### config.mk
export PLATFORM = sky130hd
export DESIGN_NAME = dp_pattern_gen
export DESIGN_NICKNAME = d
export VERILOG_FILES = /design/src/rtl/dp_pattern_gen.sv
export SDC_FILE = /design/constraint.sdc
export NUM_CORES = 1
export LEC_CHECK = 0
export BUFFER_PORTS_ARGS = -buffer_cell sky130_fd_sc_hd__buf_2
export CORE_ASPECT_RATIO = 0.6
export CORE_MARGIN = 2
export CORE_UTILIZATION = 40
export DETAILED_ROUTE_END_ITERATION = 8
export PLACE_DENSITY_LB_ADDON = 0.2
export SLEW_MARGIN = 20
export SYNTH_ARGS = -nofsm -noshare
export SYNTH_HDL_FRONTEND = slang
export SYNTH_SLANG_ARGS = --single-unit
### constraint.sdc
create_clock -name clk -period 4.7 [get_ports clk]
set_clock_uncertainty 0.2 [all_clocks]
set_input_delay 0.705 -clock clk [delete_from_list [all_inputs] [get_ports clk]]
set_output_delay 0.705 -clock clk [all_outputs]
set_load 0.005 [all_outputs]
### src/rtl/dp_pattern_gen.sv
// Video timing and test-pattern generator: raster counters, sync/den timing and four
// selectable patterns, emitted as a registered 27-bit pixel word.
module dp_pattern_gen #(
    parameter int unsigned H_ACTIVE = 8,
    parameter int unsigned H_FP     = 2,
    parameter int unsigned H_SYNC   = 2,
    parameter int unsigned H_BP     = 2,
    parameter int unsigned V_ACTIVE = 4,
    parameter int unsigned V_FP     = 1,
    parameter int unsigned V_SYNC   = 1,
    parameter int unsigned V_BP     = 1,
    parameter int unsigned BAR_W    = 1,
    parameter int unsigned CK_SH    = 1
) (
    input  logic        clk,
    input  logic        rst_n,
    input  logic        en,
    input  logic [1:0]  Pattern,
    output logic [26:0] DPo,
    output logic        busy,
    output logic [7:0]  frame_cnt
);
    localparam int unsigned H_TOTAL = H_ACTIVE + H_FP + H_SYNC + H_BP;
    localparam int unsigned V_TOTAL = V_ACTIVE + V_FP + V_SYNC + V_BP;
    // Counters are wide enough for the raster, the ramp byte and the checker bit.
    localparam int unsigned HW0 = $clog2(H_TOTAL);
    localparam int unsigned HW1 = (HW0 > 8) ? HW0 : 8;
    localparam int unsigned HW  = (HW1 > CK_SH) ? HW1 : CK_SH + 1;
    localparam int unsigned VW0 = ($clog2(V_TOTAL) > 0) ? $clog2(V_TOTAL) : 1;
    localparam int unsigned VW  = (VW0 > CK_SH) ? VW0 : CK_SH + 1;
    localparam int unsigned BW  = (BAR_W > 1) ? $clog2(BAR_W) : 1;

    localparam logic [HW-1:0] H_LAST   = HW'(H_TOTAL - 1);
    localparam logic [HW-1:0] H_ACT    = HW'(H_ACTIVE);
    localparam logic [HW-1:0] HS_START = HW'(H_ACTIVE + H_FP);
    localparam logic [HW-1:0] HS_END   = HW'(H_ACTIVE + H_FP + H_SYNC);
    localparam logic [VW-1:0] V_LAST   = VW'(V_TOTAL - 1);
    localparam logic [VW-1:0] V_ACT    = VW'(V_ACTIVE);
    localparam logic [VW-1:0] VS_START = VW'(V_ACTIVE + V_FP);
    localparam logic [VW-1:0] VS_END   = VW'(V_ACTIVE + V_FP + V_SYNC);
    localparam logic [BW-1:0] BAR_LAST = BW'(BAR_W - 1);

    typedef enum logic [0:0] {StIdle, StRun} state_e;

    state_e        state_q;
    logic [HW-1:0] hcnt_q;
    logic [VW-1:0] vcnt_q;
    logic [1:0]    pat_q;
    logic [2:0]    bar_q;
    logic [BW-1:0] bar_cnt_q;
    logic [7:0]    frame_cnt_q;
    logic [26:0]   dpo_q;
    logic          busy_q;

    logic          h_last, frame_last, den, hsync, vsync;
    logic [2:0]    code;
    logic [23:0]   rgb;
    logic [26:0]   pix;

    assign h_last     = (hcnt_q == H_LAST);
    assign frame_last = h_last && (vcnt_q == V_LAST);
    assign den        = (hcnt_q < H_ACT) && (vcnt_q < V_ACT);
    assign hsync      = (hcnt_q >= HS_START) && (hcnt_q < HS_END);
    assign vsync      = (vcnt_q >= VS_START) && (vcnt_q < VS_END);

    always_comb begin
        code = 3'd0;
        rgb  = '0;
        case (pat_q)
            2'b00: begin
                code = 3'd7 - bar_q;
                rgb  = {{8{code[2]}}, {8{code[1]}}, {8{code[0]}}};
            end
            2'b01: rgb = {3{hcnt_q[7:0]}};
            2'b10: begin
                code = frame_cnt_q[2:0];
                rgb  = {{8{code[2]}}, {8{code[1]}}, {8{code[0]}}};
            end
            default: rgb = {24{hcnt_q[CK_SH] ^ vcnt_q[CK_SH] ^ frame_cnt_q[0]}};
        endcase
        if (!den) rgb = '0;
        pix = {vsync, hsync, den, rgb};
    end

    always_ff @(posedge clk or negedge rst_n) begin
        if (!rst_n) begin
            state_q     <= StIdle;
            hcnt_q      <= '0;
            vcnt_q      <= '0;
            pat_q       <= 2'b00;
            bar_q       <= '0;
            bar_cnt_q   <= '0;
            frame_cnt_q <= '0;
            dpo_q       <= '0;
            busy_q      <= 1'b0;
        end else begin
            case (state_q)
                StIdle: begin
                    // Counters already sit at (0,0); the first RUN cycle holds that pixel.
                    if (en) begin
                        state_q <= StRun;
                        busy_q  <= 1'b1;
                        pat_q   <= Pattern;
                    end
                end
                default: begin
                    dpo_q <= pix;
                    if (frame_last) begin
                        hcnt_q      <= '0;
                        vcnt_q      <= '0;
                        bar_q       <= '0;
                        bar_cnt_q   <= '0;
                        frame_cnt_q <= frame_cnt_q + 8'd1;
                        if (en) begin
                            pat_q <= Pattern;
                        end else begin
                            state_q <= StIdle;
                            busy_q  <= 1'b0;
                            dpo_q   <= '0;
                        end
                    end else if (h_last) begin
                        hcnt_q    <= '0;
                        vcnt_q    <= vcnt_q + 1'b1;
                        bar_q     <= '0;
                        bar_cnt_q <= '0;
                    end else begin
                        hcnt_q <= hcnt_q + 1'b1;
                        if (bar_cnt_q == BAR_LAST) begin
                            bar_cnt_q <= '0;
                            bar_q     <= bar_q + 3'd1;
                        end else begin
                            bar_cnt_q <= bar_cnt_q + 1'b1;
                        end
                    end
                end
            endcase
        end
    end

    assign DPo       = dpo_q;
    assign busy      = busy_q;
    assign frame_cnt = frame_cnt_q;

endmodule

==> results.sh <==
export IMPL_outcome="finished, final reports clean"
export IMPL_synthCells=230
export IMPL_use_met3_pct=4.02
export IMPL_vdd_drop_max_mv=0.120
export IMPL_ios=41
export IMPL_gr_usage_met1_pct=26.0
export IMPL_grt_pass1_wl_um=8620
export IMPL_dpl_cell_area_mm2=0.00273
export IMPL_setup_viol=0
export IMPL_switching_share_pct=21.0
export IMPL_stdcell_area_mm2=0.00283
export IMPL_hold_viol_final=0
export IMPL_dieArea_mm2=0.00685
export IMPL_nets=275
export IMPL_timing_final_crit_share_pct=57.6
export IMPL_yosysTopAreaCell="dfrtp_1"
export IMPL_core_region_area_mm2=0.00606
export IMPL_area_delta_synth_final_pct=14.5
export IMPL_power_frac_seq_pct=60.9
export IMPL_route_detailed_drc=0
export IMPL_hold_path_class="reg -> reg"
export IMPL_synth_top_cell_area_share_pct=53.6
export IMPL_max_slew_margin_pct=46.8
export IMPL_grt_total_usage_pct=16.2
export IMPL_ant_nets=0
export IMPL_cts_resized=0
export IMPL_crit_type="reg -> reg"
export IMPL_p_leak_nw=1.40
export IMPL_yosysSeqAreaShare_pct=53.6
export IMPL_fin_crit_ps=2710
export IMPL_post_cts_setup_buffers=0
export IMPL_crit_required_ps=4720
export IMPL_clkTransAtPathRegs_ps=90
export IMPL_synth_distinct_cells=40
export IMPL_routabilityCongestion=0.773
export IMPL_antenna_found_initial=0
export IMPL_worst_setup_path_end_kind="flop"
export IMPL_cts_sinks=53
export IMPL_dr_pass1_iters=4
export IMPL_clkPwrFrac_pct=37.6
export IMPL_hpwl_um=3570
export IMPL_combinationalPowerShare_pct=1.5
export IMPL_rsz0062_at_grt="no"
export IMPL_drive_gt1_share_pct=21.5
export IMPL_grt_pass1_vias=1704
export IMPL_fmax_mhz=369
export IMPL_instances_no_fill=349
export IMPL_start_util_pct=40.9
export IMPL_finalPower_mw=0.748
export IMPL_drtIter0Drc=114
export IMPL_fp_dieH_um=64.9
export IMPL_cp_start_kind="flop"
export IMPL_synth_area_mm2=0.00247
export IMPL_vias_per_cell=5.08
export IMPL_maxCapViolCount=0
export IMPL_gr_total_overflow=0
export IMPL_cp_arrival_ps=2730
export IMPL_grt_busiest_layer="met1"
export IMPL_fin_util_pct=46.8
export IMPL_cts_buffer_depth=2
export IMPL_ys_seq_elements=53
export IMPL_setup_tns_ps=0
export IMPL_p_int_mw=0.591
export IMPL_grtUsageMet2_pct=20.9
export IMPL_p_sw_mw=0.157
export IMPL_powerDensity_mw_per_mm2=264
export IMPL_synth_area_leaders="dfrtp_1, o2bb2ai_1, o21ai_0, a21oi_1, ha_1"
export IMPL_numPortBuffers=40
export IMPL_maxSlewViolCount=0
export IMPL_grt_start_max_net_pins=54
export IMPL_totalWireLength_um=5010
export IMPL_num_vias=1772
export IMPL_worst_slew_pin_slew_ps=798
export IMPL_synth_area_per_cell_um2=10.8
export IMPL_ys_warn_count=0
export IMPL_cp_max_fo=30
export IMPL_cts_root_buffer="clkbuf_8"
export IMPL_fp_dieW_um=106
export IMPL_cts_tree="done"
export IMPL_htree_levels=2
export IMPL_synth_fp_nets=241
export IMPL_clk_latency_ps=300
export IMPL_num_rows=22
export IMPL_wl_per_cell_um=14.4
export IMPL_cts_buffers=5
export IMPL_antenna_cells=0
export IMPL_holdBufCountCts=0
export IMPL_dp_cells=341
## layout make-up
| cell class | count | area, µm² |
|---|---|---|
| Clock buffer | 7 | 96.3 |
| Clock inverter | 1 | 5.00 |
| Fill cell | 589 | 3220 |
| Inverter | 17 | 63.8 |
| Multi-Input combinational cell | 146 | 1030 |
| Sequential cell | 53 | 1330 |
| Tap cell | 84 | 105 |
| Timing Repair Buffer | 41 | 208 |
## flip-flops by register name, indices dropped and copies added, names as in the netlist
name and count:
DPo 27, bar_q 3, busy 1, frame_cnt 8, hcnt_q 8, pat_q 2, state_q 1, vcnt_q 3
## through the flow
step	setup slack [ps]	hold slack, ps
global placement	2050	261
finish	1990	270
floorplan	2550	209
CTS	1930	276
global route	1640	300
detailed placement	1950	260
## cells in the mapped netlist
library cell	instances
a211o_1	1
a21o_1	5
a21oi_1	16
a31oi_1	2
a41o_1	1
and3_1	1
and4_1	1
buf_1	2
buf_2	2
clkbuf_1	10
dfrtp_1	53
ha_1	6
inv_1	17
mux2_2	4
mux2i_1	2
nand2_1	14
nand2b_1	11
nand3_1	8
nand3b_1	1
nand4_1	4
nor2_1	5
nor2b_1	1
nor3b_1	1
nor4_1	1
nor4_2	1
nor4_4	2
o2111ai_1	2
o211ai_1	2
o211ai_2	1
o21ai_0	20
o22ai_1	1
o2bb2ai_1	16
o31ai_1	1
o41ai_1	1
or2b_1	1
or3_1	1
or4_1	2
xnor2_1	7
xnor3_1	1
xor2_1	2
## placed cells by master, fill, tap and decap left out, types with 2 or more instances in the layout
cell type,instances
a21o_1,5
a21oi_1,16
a31oi_1,2
buf_2,40
clkbuf_8,7
dfrtp_1,53
ha_1,6
inv_1,17
mux2_2,4
mux2i_1,2
nand2_1,14
nand2b_1,11
nand3_1,8
nand4_1,4
nor2_1,5
nor4_4,2
o2111ai_1,2
o211ai_1,2
o21ai_0,20
o2bb2ai_1,16
or4_1,2
xnor2_1,7
xor2_1,2
## worst max-delay path: stages, from the launching register on
cell       delay [ps]
dfrtp_1           870
inv_1             560
nor4_4            490
o2111ai_1         330
o21ai_0           160
## layer usage
metal	vias to the layer above	part of all wire (%)
met5	-	0
met4	0	0.98
met3	5	6.1
met2	37	38
met1	844	55
li1	886	-
## power by group through the flow
stage / clock, mW / sequential [mW] / combinational, mW
after global routing: 0.316 / 0.456 / 0.0132
after detailed placement: 0 / 0.465 / 0.0119
after CTS: 0.289 / 0.456 / 0.0119
after floorplan: 0 / 0.465 / 0.000193
final: 0.281 / 0.456 / 0.0111
after global placement: 0 / 0.465 / 0.0118
## final timing paths
| check | startpoint | to | slack [ps] | depth (start not counted) |
|---|---|---|---|---|
| max reg2reg | state_q | DPo[4] | 1990 | 4 |
| min reg2reg | frame_cnt[7] | frame_cnt[7] | 270 | 1 |
| min in group asynchronous | rst_n | DPo[13] | 310 | 2 |
| max | state_q | DPo[4] | 1990 | 4 |
| min | frame_cnt[7] | frame_cnt[7] | 270 | 1 |
| max in group asynchronous | rst_n | frame_cnt[2] | 3540 | 2 |
## logic make-up (layout without fill, tap and decap cells)
group	after synthesis	count (layout)	synth area share [%]
compound gates	69	69	18.5
simple gates	55	55	13.4
flops	53	53	53.6
buf+inv	31	66	4.80
xor+xnor	10	10	4.10
fa+ha+maj	6	6	3.03
mux	6	6	2.63
Note: power is estimated with default switching activity, not from simulation.
